**config.mk**
```make
export PLATFORM = sky130hd
export DESIGN_NAME = uart_tx_arbiter
export DESIGN_NICKNAME = d
export VERILOG_FILES = /design/src/rtl/uart_tx_arbiter.sv
export SDC_FILE = /design/constraint.sdc
export NUM_CORES = 1
export LEC_CHECK = 0
export CAP_MARGIN = 20
export CORE_UTILIZATION = 40
export DETAILED_ROUTE_END_ITERATION = 7
export PLACE_DENSITY = 0.76
export SKIP_CTS_REPAIR_TIMING = 1
export SYNTH_ARGS = -nofsm -noshare
export SYNTH_HDL_FRONTEND = slang
export SYNTH_SLANG_ARGS = --single-unit
export TNS_END_PERCENT = 1
```
**constraint.sdc**
```tcl
create_clock -name clk -period 5 [get_ports clk]
set_input_delay 0.75 -clock clk [delete_from_list [all_inputs] [get_ports clk]]
set_output_delay 0.75 -clock clk [all_outputs]
set_load 0.05 [all_outputs]
```
**src/rtl/uart_tx_arbiter.sv**
```systemverilog
// uart_tx_arbiter: four single-byte holding registers shared by requesters,
// granted round-robin to one UART transmit engine. The engine handshake is
// tx_rdy high -> load pulse -> tx_rdy low (busy) -> tx_rdy high (finished),
// after which the granted requester receives a one-cycle done pulse.
module uart_tx_arbiter (
  input  logic        clk,
  input  logic        reset,
  input  logic [3:0]  req_wr,
  input  logic [31:0] req_data,
  output logic [3:0]  req_busy,
  output logic [3:0]  ovf,
  input  logic        tx_rdy,
  output logic        tx_load,
  output logic [7:0]  tx_data,
  output logic [1:0]  tx_src,
  output logic [3:0]  done
);

  typedef enum logic [1:0] {
    IDLE,
    LOAD,
    WAIT_BUSY,
    WAIT_DONE
  } state_e;

  state_e          state_q, state_d;

  // Per-requester holding registers and status
  logic [3:0][7:0] hold_q, hold_d;
  logic [3:0]      busy_q, busy_d;
  logic [3:0]      ovf_q,  ovf_d;

  // Round-robin pointer: index of the last requester that completed
  logic [1:0]      ptr_q,  ptr_d;

  // Registered engine-side outputs
  logic            load_q, load_d;
  logic [7:0]      data_q, data_d;
  logic [1:0]      src_q,  src_d;
  logic [3:0]      done_q, done_d;

  // Round-robin search result
  logic            grant_vld;
  logic [1:0]      grant_idx;
  logic [1:0]      cand;

  // Set while the granted holding register is being handed to the engine
  logic            release_slot;

  // Pick the first full holding register starting one past the pointer
  always_comb begin
    grant_vld = 1'b0;
    grant_idx = '0;
    cand      = '0;
    for (int unsigned k = 1; k < 32'd5; k++) begin
      cand = ptr_q + 2'(k);
      if (!grant_vld && busy_q[cand]) begin
        grant_vld = 1'b1;
        grant_idx = cand;
      end
    end
  end

  // FSM next-state and next values of the registered engine-side outputs
  always_comb begin
    state_d      = state_q;
    load_d       = 1'b0;
    done_d       = '0;
    data_d       = data_q;
    src_d        = src_q;
    ptr_d        = ptr_q;
    release_slot = 1'b0;
    case (state_q)
      IDLE: begin
        if (grant_vld && tx_rdy) begin
          state_d = LOAD;
          load_d  = 1'b1;
          src_d   = grant_idx;
          data_d  = hold_q[grant_idx];
        end
      end
      LOAD: begin
        release_slot = 1'b1;
        state_d      = WAIT_BUSY;
      end
      WAIT_BUSY: begin
        if (!tx_rdy) begin
          state_d = WAIT_DONE;
        end
      end
      WAIT_DONE: begin
        if (tx_rdy) begin
          state_d = IDLE;
          done_d  = 4'b0001 << src_q;
          ptr_d   = src_q;
        end
      end
      default: begin
        state_d = IDLE;
      end
    endcase
  end

  // Holding-register capture, busy flags and sticky overflow flags.
  // The granted slot stays busy through the LOAD cycle, so a write to it in
  // that cycle falls into the overflow branch rather than refilling it.
  always_comb begin
    hold_d = hold_q;
    busy_d = busy_q;
    ovf_d  = ovf_q;
    if (release_slot) begin
      busy_d[src_q] = 1'b0;
    end
    for (int unsigned i = 0; i < 32'd4; i++) begin
      if (req_wr[i]) begin
        if (busy_q[i]) begin
          ovf_d[i] = 1'b1;
        end else begin
          busy_d[i] = 1'b1;
          hold_d[i] = req_data[8*i +: 8];
        end
      end
    end
  end

  // FSM state register
  always_ff @(posedge clk or posedge reset) begin
    if (reset) begin
      state_q <= IDLE;
    end else begin
      state_q <= state_d;
    end
  end

  // Datapath and output registers
  always_ff @(posedge clk or posedge reset) begin
    if (reset) begin
      hold_q <= '0;
      busy_q <= '0;
      ovf_q  <= '0;
      ptr_q  <= 2'd3;
      load_q <= 1'b0;
      data_q <= '0;
      src_q  <= '0;
      done_q <= '0;
    end else begin
      hold_q <= hold_d;
      busy_q <= busy_d;
      ovf_q  <= ovf_d;
      ptr_q  <= ptr_d;
      load_q <= load_d;
      data_q <= data_d;
      src_q  <= src_d;
      done_q <= done_d;
    end
  end

  assign req_busy = busy_q;
  assign ovf      = ovf_q;
  assign tx_load  = load_q;
  assign tx_data  = data_q;
  assign tx_src   = src_q;
  assign done     = done_q;

endmodule

```
* Yosys cells after proc, flatten, opt, wreduce, memory -nomap -nowiden
Index checks and enable logic that the tools add are counted.
** Cells by class
- Add/subtract/negate cells :: 3
- Order comparisons :: 7
- Equality and inequality tests :: 6
- Shift operators :: 1
- Muxes and demuxes :: 38
- Bitwise gates (word level) :: 6
- Reductions and logical operators :: 20
** Operators with widths (count)
- 2-to-1 mux 1 bit :: 20
- AND reduction 2 bit :: 10
- < comparator 2 x 3 -> 1 bit, second input constant :: 6
- binary-select mux 8 bit (select 2 bit) :: 1
- 2-to-1 mux 2 bit :: 7
- 2-to-1 mux 4 bit :: 3
- binary-select mux 1 bit (select 2 bit) :: 4
- 2-to-1 mux 8 bit :: 1
- one-hot mux 2 bit (4 select lines) :: 1
- inequality test 2 bit, second input constant :: 3
- logical AND 1 bit :: 5
- adder 2 bit, second input constant :: 2
- AND 4 bit :: 1
- == test 2 bit, second input constant :: 2
- NOT 1 bit :: 4
- NOT 4 bit :: 1
- left shift 1 x 2 -> 4 bit, first input constant :: 1
- zero test 1 bit :: 3
- AND reduction 3 bit :: 1
- adder 2 x 1 -> 2 bit, second input constant :: 1
- demux 1 bit (select 2 bit) :: 1
- == test 2 x 1 -> 1 bit, second input constant :: 1
- greater-or-equal comparator 2 x 1 -> 1 bit, second input constant :: 1
- zero test 2 bit :: 1
** Storage, ports and cells
- Bits in registers :: 59
- Bits of input ports :: 39
- Output and inout port bits :: 23
- Logic and storage cells :: 96

* Longest topological paths before layout
- Depth in word-level cells :: 16
- Depth in mapped cells :: 6
- Mapped depth without buffers :: 6

* Worst setup path after synthesis
OpenSTA, ideal clock, no wires.
- Path type :: reg-to-reg
- Start point :: register busy_q[2] (netlist: req_busy[2])
- End point :: register data_q[0] (netlist: tx_data[0])
- Library setup time :: 139 ps
- Data arrival time :: 1885 ps
- Required time :: 4861 ps
- Path slack :: 2975 ps
- Cell stages (with the launch flop) :: 7
- Path buffers :: 1
- Path through :: dfrtp_1 nand2b_1 a21oi_2 a211oi_4 buf_8 mux2i_1 o221ai_1
** Between the ends
- Longest elaborated chain between the ends :: 14
** Ends and longest elaborated chain
- start, declared :: RTL line 30 : logic [3:0] busy_q, busy_d;
- start signal, assigned :: RTL line 148 : busy_q <= busy_d;
- binary-select mux 1 bit (select 2 bit) :: RTL line 57 : if (!grant_vld && busy_q[cand]) begin
- 2-to-1 mux 1 bit (implied by the code) :: RTL line 57
- 2-to-1 mux 1 bit :: RTL line 57
- zero test 1 bit :: RTL line 57
- logical AND 1 bit :: RTL line 57
- 2-to-1 mux 1 bit :: RTL line 57
- zero test 1 bit :: RTL line 57
- logical AND 1 bit :: RTL line 57
- 2-to-1 mux 1 bit :: RTL line 57
- zero test 1 bit :: RTL line 57
- logical AND 1 bit :: RTL line 57
- 2-to-1 mux 2 bit or 2-to-1 mux 1 bit (tied branches) :: RTL line 57
- binary-select mux 8 bit (select 2 bit) or logical AND 1 bit (tied branches) :: RTL line 79, 75
- 2-to-1 mux 8 bit (implied by the code) or AND reduction 2 bit (tied branches)
- end signal, assigned :: RTL line 152 : data_q <= data_d;
- end, declared :: RTL line 38 : logic [7:0] data_q, data_d;
Parallel ways exist; a longest one is shown, timed or not. The select of a mux whose other input is x is not followed.
A chain may end at the register's enable or synchronous reset.

* Worst setup path in the final report
- Start point :: register src_q[0] (netlist: tx_src[0])
- End point :: output port tx_src[0]
** RTL lines
- start, declared :: RTL line 39 : logic [1:0] src_q, src_d;
- start signal, assigned :: RTL line 153 : src_q <= src_d;
- end, declared :: RTL line 15 : output logic [1:0] tx_src,
No word-level cell between the ends.

==> flow_metrics.tcl <==
set metrics [dict create \
    htreeDepth 3 \
    tightestPinTransition_ns 0.810 \
    startpoint_type "register" \
    ys.warnings.count 0 \
    fin_tns_setup_ns 0 \
    final_cells 345 \
    cp_top_family "buffers and inverters" \
    yosys.cell_types.count 35 \
    die_height_um 82.2 \
    drcViolationCount 0 \
    overflow 0 \
    place_ws_ns 2.51 \
    fmax_mhz 399 \
    cts_tree "built" \
    relSlewSlack_pct 45.9 \
    cp_data_required_time_ns 4.25 \
    multi_input_area_um2 1010 \
    dp_hpwl_mm 3.73 \
    clk_latency_ns 0.34 \
    wl_per_cell_um 15.8 \
    fill_cells 501 \
    ff_latch_area_um2 1480 \
    core_region_area_um2 6060 \
    fin_hold_ws_ns 0.456 \
    slew_violations 0 \
    hold_viol 0 \
    slowest_stage "clkdlybuf4s50_1" \
    crit_chain "clkdlybuf4s50_1" \
    rows 28 \
    cts_made_buffers 9 \
    rsz0062_at_grt "no" \
    path_class "register to output port" \
    clockBufferDepth 2 \
    max_stage_delay_ns 0.87 \
    area_growth_pct 35.0 \
    place_congestion 0.837 \
    drtIter0Drc 72 \
    antenna_left 0 \
    avgSynthCellArea_um2 12.9 \
    setup_ws_ns 2.49 \
    total_power_mw 2.37 \
    setup_viol 0 \
    ys_ff_latch 59 \
    clkPwrFrac_pct 20.8 \
    drt_first_pass_iters 4 \
    grt_use_total_pct 17.9 \
    grt_pass1_vias 1699 \
    vias_per_cell 5.05 \
    num_io_pins 62 \
    cp.buffers_inverters 1 \
    worstPathArrival_ns 1.76 \
    final_cell_mix "61 x clkdlybuf4s50_1, 57 x dfrtp_1, 32 x mux2_2, 17 x nand2_1, 16 x mux2i_1" \
    reg2reg_slack_ns 3.04 \
    netSwitchingFraction_pct 38.1 \
    yosysSeqAreaShare_pct 57.4 \
    syn_inst 199 \
    num_vias 1742 \
    cts_root_buffer "clkbuf_8" \
    cap_violations 0 \
    dp.cells 328 \
    ir_drop_v 0.000365 \
    seqPwrFrac_pct 35.9 \
    diodes 0 \
    p_int_mw 1.46 \
    syn_nets 242 \
    io_buffers 61 \
    finalWirelength_mm 5.45 \
    power.switching_uw 903 \
    cellPowerDensity_nw_per_um2 681 \
    nNetsFinal 308 \
    dieWidth_um 82.2 \
    dieArea_um2 6760 \
    antenna_found_initial 0 \
    drive_gt1_share_pct 21.5 \
    grt_pass1_wl_mm 8.56 \
    p_leak_nw 1.47 \
    finalCritPeriodShare_pct 50.2 \
    final_common_cell "clkdlybuf4s50_1" \
    hold_class "register to register" \
    min_period_ns 2.51 \
    path_max_fanout 9 \
    skew_ns 0.00733 \
    path_clk_slew_ns 0.06 \
    power_frac_comb_pct 43.2 \
    grt_max_degree 60 \
    worstSetupEndpointType "output port" \
    cts_sinks 59 \
    initial_core_util_pct 42.5 \
    synth_area_um2 2570 \
    outcome "completed" \
]
-- path summary, 6_finish.rpt --
check / from / end / depth (start not counted)
min in group asynchronous: reset / tx_data[0]$_DFFE_PP0P_ / 3
max: tx_src[0]$_DFFE_PP0P_ / tx_src[0] / 1
max reg2reg: ptr_q[0]$_DFFE_PP1P_ / tx_data[2]$_DFFE_PP0P_ / 6
min: ovf[3]$_DFFE_PP0P_ / ovf[3]$_DFFE_PP0P_ / 1
max in group asynchronous: reset / req_busy[2]$_DFF_PP0_ / 3
min reg2reg: ovf[3]$_DFFE_PP0P_ / ovf[3]$_DFFE_PP0P_ / 1
-- synthesized netlist by cell type (all sizes together) --
library cell  count  share of area, %
a211oi            1              0.78
o211ai            1              0.29
a41oi             1              0.34
mux2             33                14
a21o              5               1.5
or2               1              0.24
and2b             1              0.34
buf               3               1.3
nor2              7               1.0
nor3b             1              0.29
nand3             3              0.58
o21ai             6               1.3
nor3              3              0.58
mux2i            16               6.2
ha                4               1.9
o21bai            1              0.29
nand2b            4               1.1
dfstp             2               2.0
a221oi            1              0.34
clkbuf            5              0.73
and3              1              0.24
nor2b             3              0.73
a21oi             4              0.92
o221ai           10               3.4
dfrtp            57                55
inv               8               1.2
nand2            17               2.5
-- layer usage --
layer	vias to the layer above	share of wire [%]	track usage [%]
li1	835	-	-
met4	0	1.8	7.89
met5	-	0	0
met2	45	44	25.6
met3	10	5.1	5.38
met1	852	49	25.1
-- power by group through the flow --
stage          combinational (mW)  sequential, mW  clock (mW)
4_1_cts                      1.01           0.851       0.504
3_5_place_dp                 1.00           0.859           0
2_1_floorplan               0.591           0.998           0
5_1_grt                      1.10           0.879       0.523
3_3_place_gp                0.982           0.849           0
6_report                     1.02           0.851       0.493
-- cells by family (layout without fill, tap and decap cells) --
logic type | Yosys count | after routing | synth area share [%]
flops | 59 | 59 | 57.4
buf+inv | 16 | 87 | 3.21
mux | 49 | 49 | 20.7
fa+ha+maj | 4 | 4 | 1.94
simple gates | 41 | 41 | 7.58
compound gates | 30 | 30 | 9.18
-- flip-flops by register name, indices dropped and copies added (netlist names) --
signal,flops
hold_q,32
tx_data,8
done,4
ovf,4
req_busy,4
ptr_q,2
state_q,2
tx_src,2
tx_load,1
-- per-stage QoR --
step | area (um2) | utilization [%]
2_1_floorplan | 2570 | -
3_3_place_gp | 3230 | 53.4
3_5_place_dp | 3230 | 53.4
4_1_cts | 3460 | 57.1
5_1_grt | 3480 | 57.4
6_report | 3480 | 57.4
-- layout make-up --
cell class | count | area share [%]
Sequential cell | 59 | 42.5
Multi-Input combinational cell | 124 | 29.1
Timing Repair Buffer | 63 | 18.2
Clock buffer | 12 | 4.46
Tap cell | 75 | 2.70
Clock inverter | 4 | 2.09
Inverter | 8 | 0.864
No activity file was read; power rests on OpenSTA's default activity.
